==> config.mk <==
export PLATFORM = sky130hd
export DESIGN_NAME = pipe_stage_buffer
export DESIGN_NICKNAME = d
export VERILOG_FILES = /design/src/rtl/pipe_stage_buffer_pkg.sv /design/src/rtl/pipe_payload_reg.sv /design/src/rtl/pipe_stage_buffer.sv
export SDC_FILE = /design/constraint.sdc
export NUM_CORES = 1
export LEC_CHECK = 0
export CORE_MARGIN = 2
export CORE_UTILIZATION = 35
export CTS_BUF_LIST = sky130_fd_sc_hd__clkbuf_8
export DETAILED_ROUTE_END_ITERATION = 7
export PLACE_DENSITY = 0.62
export SLEW_MARGIN = 10
export SYNTH_ARGS = -nofsm -noshare
export SYNTH_HDL_FRONTEND = slang
export SYNTH_SLANG_ARGS = --single-unit
==> constraint.sdc <==
create_clock -name i_clk -period 1.8 [get_ports i_clk]
set_input_delay 0.27 -clock i_clk [delete_from_list [all_inputs] [get_ports i_clk]]
set_output_delay 0.27 -clock i_clk [all_outputs]
set_load 0.01 [all_outputs]
==> src/rtl/pipe_stage_buffer_pkg.sv <==
// Shared types and default widths for the decode/execute pipeline stage buffer.
package pipe_stage_buffer_pkg;

  // Occupancy of the stage; the encoding doubles as the entry count.
  typedef enum logic [1:0] {
    EMPTY = 2'd0,
    ONE   = 2'd1,
    TWO   = 2'd2
  } buf_state_t;

  // Field widths used by the decode/execute stage instance.
  localparam int DEC_EXE_CTRL_W = 24;
  localparam int DEC_EXE_DATA_W = 57;

endpackage

==> src/rtl/pipe_payload_reg.sv <==
// One pipeline entry: load-enabled control/data register whose control field
// can be cleared independently so a bubble never carries stale control bits.
module pipe_payload_reg #(
  parameter int CTRL_W = 24,
  parameter int DATA_W = 57
) (
  input  logic              clk,
  input  logic              reset,
  input  logic              load,
  input  logic              clear,
  input  logic [CTRL_W-1:0] d_ctrl,
  input  logic [DATA_W-1:0] d_data,
  output logic [CTRL_W-1:0] q_ctrl,
  output logic [DATA_W-1:0] q_data
);

  // Control field: reset and clear zero it, otherwise load captures new control.
  always_ff @(posedge clk) begin
    if (reset || clear) begin
      q_ctrl <= '0;
    end else if (load) begin
      q_ctrl <= d_ctrl;
    end
  end

  // Data field: only reset zeroes it; a clear leaves the last value in place.
  always_ff @(posedge clk) begin
    if (reset) begin
      q_data <= '0;
    end else if (load && !clear) begin
      q_data <= d_data;
    end
  end

endmodule

==> src/rtl/pipe_stage_buffer.sv <==
// Valid/ready pipeline stage buffer with optional 2-entry skid so that o_ready
// can be registered and decoupled from the downstream i_ready.
module pipe_stage_buffer
  import pipe_stage_buffer_pkg::*;
#(
  parameter int          CTRL_W = DEC_EXE_CTRL_W,
  parameter int          DATA_W = DEC_EXE_DATA_W,
  parameter int unsigned SKID   = 1
) (
  input  logic              i_clk,
  input  logic              i_reset,
  input  logic              i_flush,
  input  logic              i_valid,
  input  logic [CTRL_W-1:0] i_ctrl,
  input  logic [DATA_W-1:0] i_data,
  output logic              o_ready,
  output logic              o_valid,
  output logic [CTRL_W-1:0] o_ctrl,
  output logic [DATA_W-1:0] o_data,
  input  logic              i_ready,
  output logic [1:0]        o_count
);

  buf_state_t        state;
  buf_state_t        next_state;
  logic              ready;
  logic              accept;
  logic              retire;
  logic              out_load;
  logic              out_from_skid;
  logic              out_clear;
  logic              skid_load;
  logic              skid_clear;
  logic [CTRL_W-1:0] skid_ctrl;
  logic [DATA_W-1:0] skid_data;
  logic [CTRL_W-1:0] out_ctrl_d;
  logic [DATA_W-1:0] out_data_d;

  assign o_valid = (state != EMPTY);
  assign o_count = state;
  assign o_ready = ready;
  assign accept  = i_valid & ready;
  assign retire  = o_valid & i_ready;

  // State register; reset dominates flush and handshakes.
  always_ff @(posedge i_clk) begin
    if (i_reset) begin
      state <= EMPTY;
    end else begin
      state <= next_state;
    end
  end

  // Next state and register load/clear controls; flush wins over any handshake.
  always_comb begin
    next_state    = state;
    out_load      = 1'b0;
    out_from_skid = 1'b0;
    out_clear     = 1'b0;
    skid_load     = 1'b0;
    skid_clear    = 1'b0;
    if (i_flush) begin
      next_state = EMPTY;
      out_clear  = 1'b1;
      skid_clear = 1'b1;
    end else begin
      case (state)
        EMPTY: begin
          if (accept) begin
            next_state = ONE;
            out_load   = 1'b1;
          end
        end
        ONE: begin
          if (accept && retire) begin
            out_load = 1'b1;
          end else if (accept && (SKID != 0)) begin
            next_state = TWO;
            skid_load  = 1'b1;
          end else if (retire) begin
            next_state = EMPTY;
            out_clear  = 1'b1;
          end
        end
        TWO: begin
          if (retire) begin
            next_state    = ONE;
            out_load      = 1'b1;
            out_from_skid = 1'b1;
            skid_clear    = 1'b1;
          end
        end
        default: begin
          next_state = EMPTY;
          out_clear  = 1'b1;
          skid_clear = 1'b1;
        end
      endcase
    end
  end

  // Output entry source: the skid entry drains first, else the incoming entry.
  always_comb begin
    out_ctrl_d = i_ctrl;
    out_data_d = i_data;
    if (out_from_skid) begin
      out_ctrl_d = skid_ctrl;
      out_data_d = skid_data;
    end
  end

  pipe_payload_reg #(
    .CTRL_W (CTRL_W),
    .DATA_W (DATA_W)
  ) u_out_reg (
    .clk    (i_clk),
    .reset  (i_reset),
    .load   (out_load),
    .clear  (out_clear),
    .d_ctrl (out_ctrl_d),
    .d_data (out_data_d),
    .q_ctrl (o_ctrl),
    .q_data (o_data)
  );

  if (SKID != 0) begin : g_skid
    logic ready_p1;

    // Registered ready: low only while both entries are occupied.
    always_ff @(posedge i_clk) begin
      if (i_reset) begin
        ready_p1 <= 1'b1;
      end else begin
        ready_p1 <= (next_state != TWO);
      end
    end

    assign ready = ready_p1;

    pipe_payload_reg #(
      .CTRL_W (CTRL_W),
      .DATA_W (DATA_W)
    ) u_skid_reg (
      .clk    (i_clk),
      .reset  (i_reset),
      .load   (skid_load),
      .clear  (skid_clear),
      .d_ctrl (i_ctrl),
      .d_data (i_data),
      .q_ctrl (skid_ctrl),
      .q_data (skid_data)
    );
  end else begin : g_no_skid
    assign ready     = ~o_valid | i_ready;
    assign skid_ctrl = '0;
    assign skid_data = '0;
  end

endmodule

==> results.md, run 1 <==
- Run status: finished clean
- Gate power share: 0.154
- Clk network pwr share: 0.341
- Min-Delay Endpoint: o_count[0]
- Ports: 171
- Top_reg_cell synth: dfxtp_1
- RSZ-0062 raised after global routing: yes
- Diode count: 0
- Ys Warns: 0
- GPL Wtd Cong: 0.713
- Port buffer count: 170
- Pins over their slew limit: 0
- Leak Pwr: 3.09 nW
- Post-CTS Hold Fix Bufs: 0
- Chip Height: 146 um
- Utilization after layout: 0.489
- DRC: 0
- Synth unique cells: 28
- DR vias: between 5000 and 6000
- Seq/Total Area, Yosys: 0.470
- Hold Path Class: input pin to flip-flop
- CP arrival: 2020 ps
- R2R cell count: 5
- Global route overflow: 0
- Post-synth EDFFs: 0
- Area of the die: 21200 sq um
- Int Pwr: roughly 5.5 mW
- Mapped Nets: 821
- Worst setup EP type: flip-flop
- Crit share post-route: 0.953
- Initial DRC count: 243
- Setup violations, final: 0
- Gate Count Post-Synth: 735
- Share of layout cells above drive strength 1: 0.180
- Cells taking the most area after synthesis: dfxtp_1 47%, a211oi_2 14%, mux2i_1 12%, nand2_1 8.9%, a21oi_1 5.8%
- GRT Total Usage: 0.159
- Cts bufs inserted: 17
- TritonCTS Sinks: 165
- Most frequent cells in the layout: 166 x nand2_1, 165 x clkdlybuf4s50_1, 164 x dfxtp_1
- Peak VDD IR: 0.433 mV
- Worst-Skew Late Latency: 450 ps
- Hold path startpoint: i_reset
- Post-Syn Area per Cell: 9.57 sq um
- Number of max-cap violations: 0
- Worst R2R End: u_out_reg.q_data[3]
- Vias in the first global route: 5344
- Kind of cell adding the most delay to the critical path: simple AND/OR/NAND/NOR gates
- Hold Slack: between 200 and 300 ps
- Worst path cell trace: nand2b_2, nor3b_4, buf_4, mux2i_1, a211oi_2
- Critical path class: flip-flop to flip-flop
- Post-synth top area share: 0.470
- CTS max path bufs: 2
- Worst setup SP type: flip-flop
- Slew HR: 0.576
- Actual slew at the worst max-slew pin: 637 ps
- Psw: about 2.1 mW
- Clock Tree Root: clkbuf_8
- Starting Density: 0.359
- Crit path buffers/inverters: 1
- Core ar.: between 15000 and 20000 sq um
- Rows: 51
- DR pass1 iterations: 4
- Peak Freq: 0.583 GHz
- Largest net degree at the start of global routing: 115
- Crit-path max cell delay: 350 ps
- Worst reg2reg setup slack: about 84 ps
- First-pass GRT wire length: 27.6 mm
- Switching Share: 0.275
- Clock transition at the registers of the reported paths: 90 ps
- PD cells: between 700 and 800 nW/um^2
- CP max-delay cell: buf_4
- Worst Hold Depth: 5
- DP Wirelength: 11.4 mm
- Fin nets: 993
- Area Overhead vs Synth: 36.2%
- CP Data Required Time: 2100 ps
- Share of flip-flops with an asynchronous set or reset: 0
- Crit Path Max Fanout: 17
- Most common cell after layout, fill and taps aside: nand2_1
- H-tree depth: 4
- Die W: 146 um
- FF+latch count, synth: between 150 and 200
- Routed len/inst: between 10 and 15 um
- Post-route ant nets: 0
- Clk_skew: 18.3 ps
- Seq pwr share: 0.505
- Critical R2R Launch: o_count[0]
- CTS tree: built
- Cell taking the most area after synthesis: dfxtp_1
- Antenna violations before repair: 0
- Synthesized area: 7030 sq um
- Period minus WS final: 1720 ps
- Via/cell ratio: between 4 and 5
- Final Hold Vio Count: 0
- Routed wire length: 16.8 mm
## tightest hold or removal path, stage by stage
cell and delay, ps:
buf_4 120, nor2_1 60, nand2_1 80, buf_4 110
nor2_1 30
## per-stage QoR
| step | instances | worst slack, ps | cell area (sq um) | setup TNS [ps] | total power [mW] |
|---|---|---|---|---|---|
| 3_3_place_gp | 1153 | -235 | 9200 | -25160 | 5.13 |
| 2_1_floorplan | 735 | 238 | 7030 | 0 | 4.50 |
| 6_report | 1185 | 84.0 | 9580 | 0 | 7.65 |
| 4_1_cts | 1185 | 8.40 | 9580 | 0 | 7.77 |
| 3_5_place_dp | 1153 | -250 | 9200 | -27030 | 5.14 |
| 5_1_grt | 1185 | -7.29 | 9580 | -7.29 | 8.01 |
## worst max path at each step
stage / start / endpoint / depth (start not counted)
after floorplan: o_count[0] / u_out_reg.q_ctrl[13] / 6
after global placement: i_ready / u_out_reg.q_data[3] / 5
after detailed placement: i_ready / u_out_reg.q_data[3] / 5
after CTS: o_count[1] / o_valid / 3
after global routing: o_count[0] / u_out_reg.q_data[3] / 5
final: o_count[0] / u_out_reg.q_data[3] / 5
## final cells by class
cell class	count	area, sq um
repair buffers	214	2240
multi-input cells	508	3320
well taps	265	332
inverters	1	3.75
clock inverters	15	148
fillers	1877	10000
clock buffers	17	234
flip-flops and latches	165	3300
## cell usage after synthesis (2+ instances only)
library cell and n:
nand2_1 166, dfxtp_1 165, nor2_1 83, a21oi_1 82, mux2i_1 81, a211oi_2 80
buf_2 27, clkbuf_1 16, buf_12 8, buf_4 8, nand4b_1 2
## state kept, by name (all words and copies together), names as in the netlist
signal	flops
u_out_reg.q_ctrl	24
o_count	2
o_ready	1
g_skid.u_skid_reg.q_ctrl	24
u_out_reg.q_data	57
g_skid.u_skid_reg.q_data	57
## per-layer routing
metal / GRT usage / share of wire
met1: 0.215 / 0.49
met2: 0.245 / 0.44
met3: 0.0589 / 0.065
met4: 0.0314 / 0.0069
met5: 0 / 0
## cells by family (layout without fill, tap and decap cells)
family | count (synthesis) | after routing | synth area share
AOI/OAI and AO/OA | 167 | 167 | 0.207
xor gates and xnor gates | 1 | 1 | 0.00125
buffers and inverters | 62 | 247 | 0.0617
DFF | 165 | 165 | 0.470
muxes | 81 | 81 | 0.115
and+or+nand+nor | 259 | 259 | 0.145
## repair_timing
action,CTS,global route
gates resized for setup,6,3
hold endpoints to repair,0,0
endpoints found under the setup margin,3,3
setup buffers,0,0
## power groups by stage
stage	Sequential [mW]	Combinational, mW	Clock [mW]
6_report	3.86	1.18	2.60
5_1_grt	3.89	1.27	2.85
4_1_cts	3.87	1.19	2.71
3_5_place_dp	3.95	1.19	0
3_3_place_gp	3.95	1.18	0
2_1_floorplan	4.00	0.502	0
(Power assumes the default switching activity.)
==> inputs of run 2 (changes only) <==
clock period = 2.2 ns   (was 1.8 ns; I/O delays follow)
==> run 2 against run 1 <==
- hold slack got worse by 19 ps
- clock-buffer cell count rose by 2
- die area did not move
- largest cell class unchanged
- critical endpoint is now o_valid
==> results.md, run 2 (synthesis gave the netlist of run 1 again) <==
- Number of max-cap violations: 0 (unchanged)
- Hold path startpoint: i_reset
- Worst setup EP type: primary output
- Global route overflow: 0 (unchanged)
- Post-route ant nets: 0 (unchanged)
- Starting Density: 0.359 (unchanged)
- Period minus WS final: between 2000 and 2500 ps
- Diode count: 0 (unchanged)
- Final Hold Vio Count: 0 (unchanged)
- Vias in the first global route: 5375 (+0.58%)
- Worst slack at placement: 65.3 ps (+316 ps)
- GPL Wtd Cong: 0.728 (+2.1%)
- DP Wirelength: 11.1 mm (-2.1%)
- Worst-Skew Late Latency: 440 ps (about the same)
- Hold Path Class: input pin to flip-flop
- Critical R2R Launch: o_count[0]
- DR vias: 5533 (-1.2%)
- Postcts setup bufs: 0 (unchanged)
- CP arrival: 1680 ps (-340 ps)
- Hold Slack: 249 ps (-18.8 ps)
- DR pass1 iterations: 4 (unchanged)
- Cts bufs inserted: 17 (unchanged)
- Run status: finished clean
- CTS max path bufs: 2 (unchanged)
- Setup crit start: o_count[1]
- RSZ-0062 raised after global routing: no
- Initial DRC count: 194 (-20%)
- Post-CTS Hold Fix Bufs: 0 (unchanged)
- CTS tree: built
- Clock transition at the registers of the reported paths: 80 ps (about the same)
- Share of layout cells above drive strength 1: 0.162 (-0.0188)
- FILL cells: 1874 (-0.16%)
- TNS Setup: 0 ps (unchanged)
- Setup violations, final: 0 (unchanged)
- Pins over their slew limit: 0 (unchanged)
- Rows: 51 (unchanged)
- H-tree depth: 4 (unchanged)
- Most frequent cells in the layout: 169 x clkdlybuf4s50_1, 166 x nand2_1, 165 x dfxtp_1
- DRC: 0 (unchanged)
- Clk_skew: 10.6 ps (-7.74 ps)
- Utilization after layout: 0.485 (-0.00402)
- Chip Height: 146 um (unchanged)
- Most common cell after layout, fill and taps aside: clkdlybuf4s50_1
- Die W: 146 um (unchanged)
- TritonCTS Sinks: 165 (unchanged)
- Worst setup SP type: flip-flop
- Area of the die: 21200 sq um (unchanged)
- Peak Freq: 0.497 GHz
- Leak Pwr: 3.02 nW (-2.3%)
- Largest net degree at the start of global routing: 115 (unchanged)
- Clock Tree Root: clkbuf_8
- Area of the multi-input gates: 3320 sq um (unchanged)
- Slew HR: 0.564 (-0.0120)
- Routed wire length: 17.2 mm (+2.0%)
- Routed len/inst: 14.7 um (+3.5%)
- # resized after CTS: 0 (-6)
- Port buffer count: 170 (unchanged)
- Ports: 171 (unchanged)
- CP Data Required Time: 1870 ps (-230 ps)
- Crit share post-route: 0.914
- Crit Path Max Fanout: 10 (-7)
- Largest registers: g_skid.u_skid_reg.q_data x57, u_out_reg.q_data x57
- Critical path class: flip-flop to primary output
- Final worst slack: 190 ps (+106 ps)
- Via/cell ratio: 4.74 (+0.22%)
- FF+latch area: 3300 sq um (about the same)
- First-pass GRT wire length: 28.1 mm (+1.7%)
- Area Overhead vs Synth: 35.1%
- Peak VDD IR: 0.349 mV (-19%)
- Core ar.: 19600 sq um (unchanged)
- Antenna violations before repair: 1 (+1)
- PD cells: 679 nW/um^2 (-15%)
- Actual slew at the worst max-slew pin: 655 ps (+18.0 ps)
- GRT Total Usage: 0.163 (+0.00355)
- Fin nets: 976 (-1.7%)
run 2: path summary, 6_finish.rpt:
path / to / slack [ps] / cells past startpoint
max: o_valid / 190 / 2
min: o_count[0] / 250 / 4
max reg2reg: u_out_reg.q_data[4] / 460 / 6
min reg2reg: g_skid.u_skid_reg.q_data[13] / 450 / 2
run 2: area by class of cell:
| type | instances | share of cell area |
|---|---|---|
| timing repair buffer | 197 | 0.224 |
| multi-input combinational | 508 | 0.349 |
| inverter | 1 | 0.000395 |
| clock inverter | 13 | 0.0165 |
| clock buffer | 19 | 0.0275 |
| sequential | 165 | 0.348 |
| tap | 265 | 0.0349 |
run 2: stage by stage:
step	std cells	power (mW)	cell area, sq um
2_1_floorplan	735	3.68	7030
3_3_place_gp	1136	4.20	9080
3_5_place_dp	1136	4.20	9080
4_1_cts	1168	6.55	9500
5_1_grt	1168	6.76	9500
6_report	1168	6.45	9500
run 2: worst max-delay path: stages, from the launching register on:
cell	delay, ps
dfxtp_1	390
or2_2	330
clkdlybuf4s50_1	520
run 2: report_power, final:
| part | switching (mW) | internal (mW) | total (mW) |
|---|---|---|---|
| registers | 0.0653 | 3.10 | 3.16 |
| logic | 0.446 | 0.514 | 0.960 |
| clock network | 1.14 | 1.18 | 2.33 |
| total | 1.66 | 4.79 | 6.45 |
run 2: layer usage:
metal / GRT usage / up-vias / wire (um)
met4: 0.0353 / 2 / 85
met5: 0 / - / 11
met2: 0.261 / 124 / 7860
met3: 0.0577 / 6 / 1080
met1: 0.211 / 2583 / 8150
li1: - / 2818 / -
==> inputs of run 3 (changes only) <==
CTS_BUF_LIST = not set   (was sky130_fd_sc_hd__clkbuf_8)
SLEW_MARGIN = not set   (was 10)
==> run 3 against run 2 <==
- final area grew 2.0%
- cell count unchanged
- critical endpoint unchanged
- routed wire length up 0.58%
- critical path type unchanged
- largest power group unchanged
- register-to-register slack hardly changed
- total power grew 12%
==> results.md, run 3 (synthesis gave the netlist of run 1 again) <==
- Cts bufs inserted: 17 (unchanged)
- CTS max path bufs: 2 (unchanged)
- Most frequent cells in the layout: 169 x clkdlybuf4s50_1, 166 x nand2_1, 165 x dfxtp_1
- GPL Wtd Cong: 0.728 (unchanged)
- Postcts setup bufs: 0 (unchanged)
- Critical path class: flip-flop to primary output
- Worst setup EP type: primary output
- Period minus WS final: 1970 ps (-36.2 ps)
- Most common cell after layout, fill and taps aside: clkdlybuf4s50_1
- Hold Path Class: input pin to flip-flop
- GRT Total Usage: 0.163 (+0.000909)
- Core ar.: 19600 sq um (unchanged)
- Post-route ant nets: 0 (unchanged)
- Worst-Skew Late Latency: 420 ps (-20 ps)
- DRC: 0 (unchanged)
- Initial DRC count: 191 (-1.5%)
- Port buffer count: 170 (unchanged)
- CP arrival: 1640 ps (-40 ps)
- Largest registers: g_skid.u_skid_reg.q_data x57, u_out_reg.q_data x57
- Chip Height: 146 um (unchanged)
- Largest net degree at the start of global routing: 115 (unchanged)
- Number of max-cap violations: 0 (unchanged)
- H-tree depth: 4 (unchanged)
- PD cells: 746 nW/um^2 (+9.8%)
- Share of layout cells above drive strength 1: 0.162 (unchanged)
- DR pass1 iterations: 4 (unchanged)
- Final worst slack: 226 ps (+36.2 ps)
- Leak Pwr: 3.10 nW (+2.6%)
- Pins over their slew limit: 0 (unchanged)
- Area of the die: 21200 sq um (unchanged)
- TritonCTS Sinks: 165 (unchanged)
- Ports: 171 (unchanged)
- Peak VDD IR: 0.530 mV (+52%)
- Vias in the first global route: 5408 (+0.61%)
- Via/cell ratio: 4.76 (+0.38%)
- # resized after CTS: 0 (unchanged)
- Run status: finished clean
- CTS tree: built
- DP Wirelength: 11.1 mm (unchanged)
- Diode count: 0 (unchanged)
- Slew HR: 0.571 (+0.00702)
- Routed len/inst: 14.8 um (+0.58%)
- TNS Setup: 0 ps (unchanged)
- Clock transition at the registers of the reported paths: 60 ps (-20 ps)
- Setup violations, final: 0 (unchanged)
- Fin nets: 976 (unchanged)
- Area Overhead vs Synth: 37.8%
- Crit share post-route: 0.897 (-0.0165)
- Worst slack at placement: 65.3 ps (unchanged)
- DR vias: 5554 (+0.38%)
- Worst setup SP type: flip-flop
- Crit Path Max Fanout: 10 (unchanged)
- CP Data Required Time: 1870 ps (about the same)
- Post-CTS Hold Fix Bufs: 0 (unchanged)
- First-pass GRT wire length: 28.4 mm (+0.88%)
- Actual slew at the worst max-slew pin: 644 ps (-10.5 ps)
- RSZ-0062 raised after global routing: no
- Global route overflow: 0 (unchanged)
- Starting Density: 0.359 (unchanged)
- Clock Tree Root: clkbuf_16
- Routed wire length: 17.3 mm (+0.58%)
- Rows: 51 (unchanged)
- Peak Freq: 0.507 GHz (+1.8%)
- Antenna violations before repair: 1 (unchanged)
- Clk_skew: 8.36 ps (-2.20 ps)
- Die W: 146 um (unchanged)
- Final Hold Vio Count: 0 (unchanged)
run 3: changes by cell type in the layout (fill, tap and decap cells not counted), sizes merged:
cell,before,now
clkbuf,19,21
inv,5,3
run 3: worst max-delay path, stage by stage, from the launching register on:
cell and delay, ps:
dfxtp_1 390, or2_2 330, clkdlybuf4s50_1 520
run 3: power by group:
group	internal (mW)	switching, mW	leakage [nW]
clock	1.86	1.24	0.290
sequential	3.10	0.0656	1.34
combinational	0.514	0.446	1.46
total	5.47	1.76	3.10
run 3: metrics by stage:
| stage | hold slack, ps | instances | power [mW] | util | cell area [sq um] |
|---|---|---|---|---|---|
| after floorplan | 436 | 735 | 3.68 | - | 7030 |
| after global placement | 441 | 1136 | 4.20 | 0.464 | 9080 |
| after detailed placement | 446 | 1136 | 4.20 | 0.464 | 9080 |
| after CTS | 267 | 1168 | 7.32 | 0.495 | 9690 |
| after global routing | 288 | 1168 | 7.52 | 0.495 | 9690 |
| final | 275 | 1168 | 7.23 | 0.495 | 9690 |
run 3: path summary, 6_finish.rpt:
check	from	slack, ps	to	cells after the start
worst max-delay path	o_count[1]	230	o_valid	2
worst min-delay path	i_reset	280	o_count[0]	4
worst max register to register	o_count[0]	470	u_out_reg.q_data[4]	6
worst min register to register	g_skid.u_skid_reg.q_data[13]	450	g_skid.u_skid_reg.q_data[13]	2
run 3: metal layers:
| metal | vias up | GRT usage | part of all wire |
|---|---|---|---|
| li1 | 2821 | - | - |
| met1 | 2588 | 0.213 | 0.47 |
| met2 | 135 | 0.264 | 0.46 |
| met3 | 8 | 0.0567 | 0.067 |
| met4 | 2 | 0.0319 | 0.0059 |
| met5 | - | 0 | 0.00064 |
run 3: cell type report:
type                            count  area, sq um
Clock buffer                       21          460
Clock inverter                     11          149
Fill cell                        1846         9900
Inverter                            1         3.75
Multi-Input combinational cell    508         3320
Sequential cell                   165         3300
Tap cell                          265          332
Timing Repair Buffer              197         2130
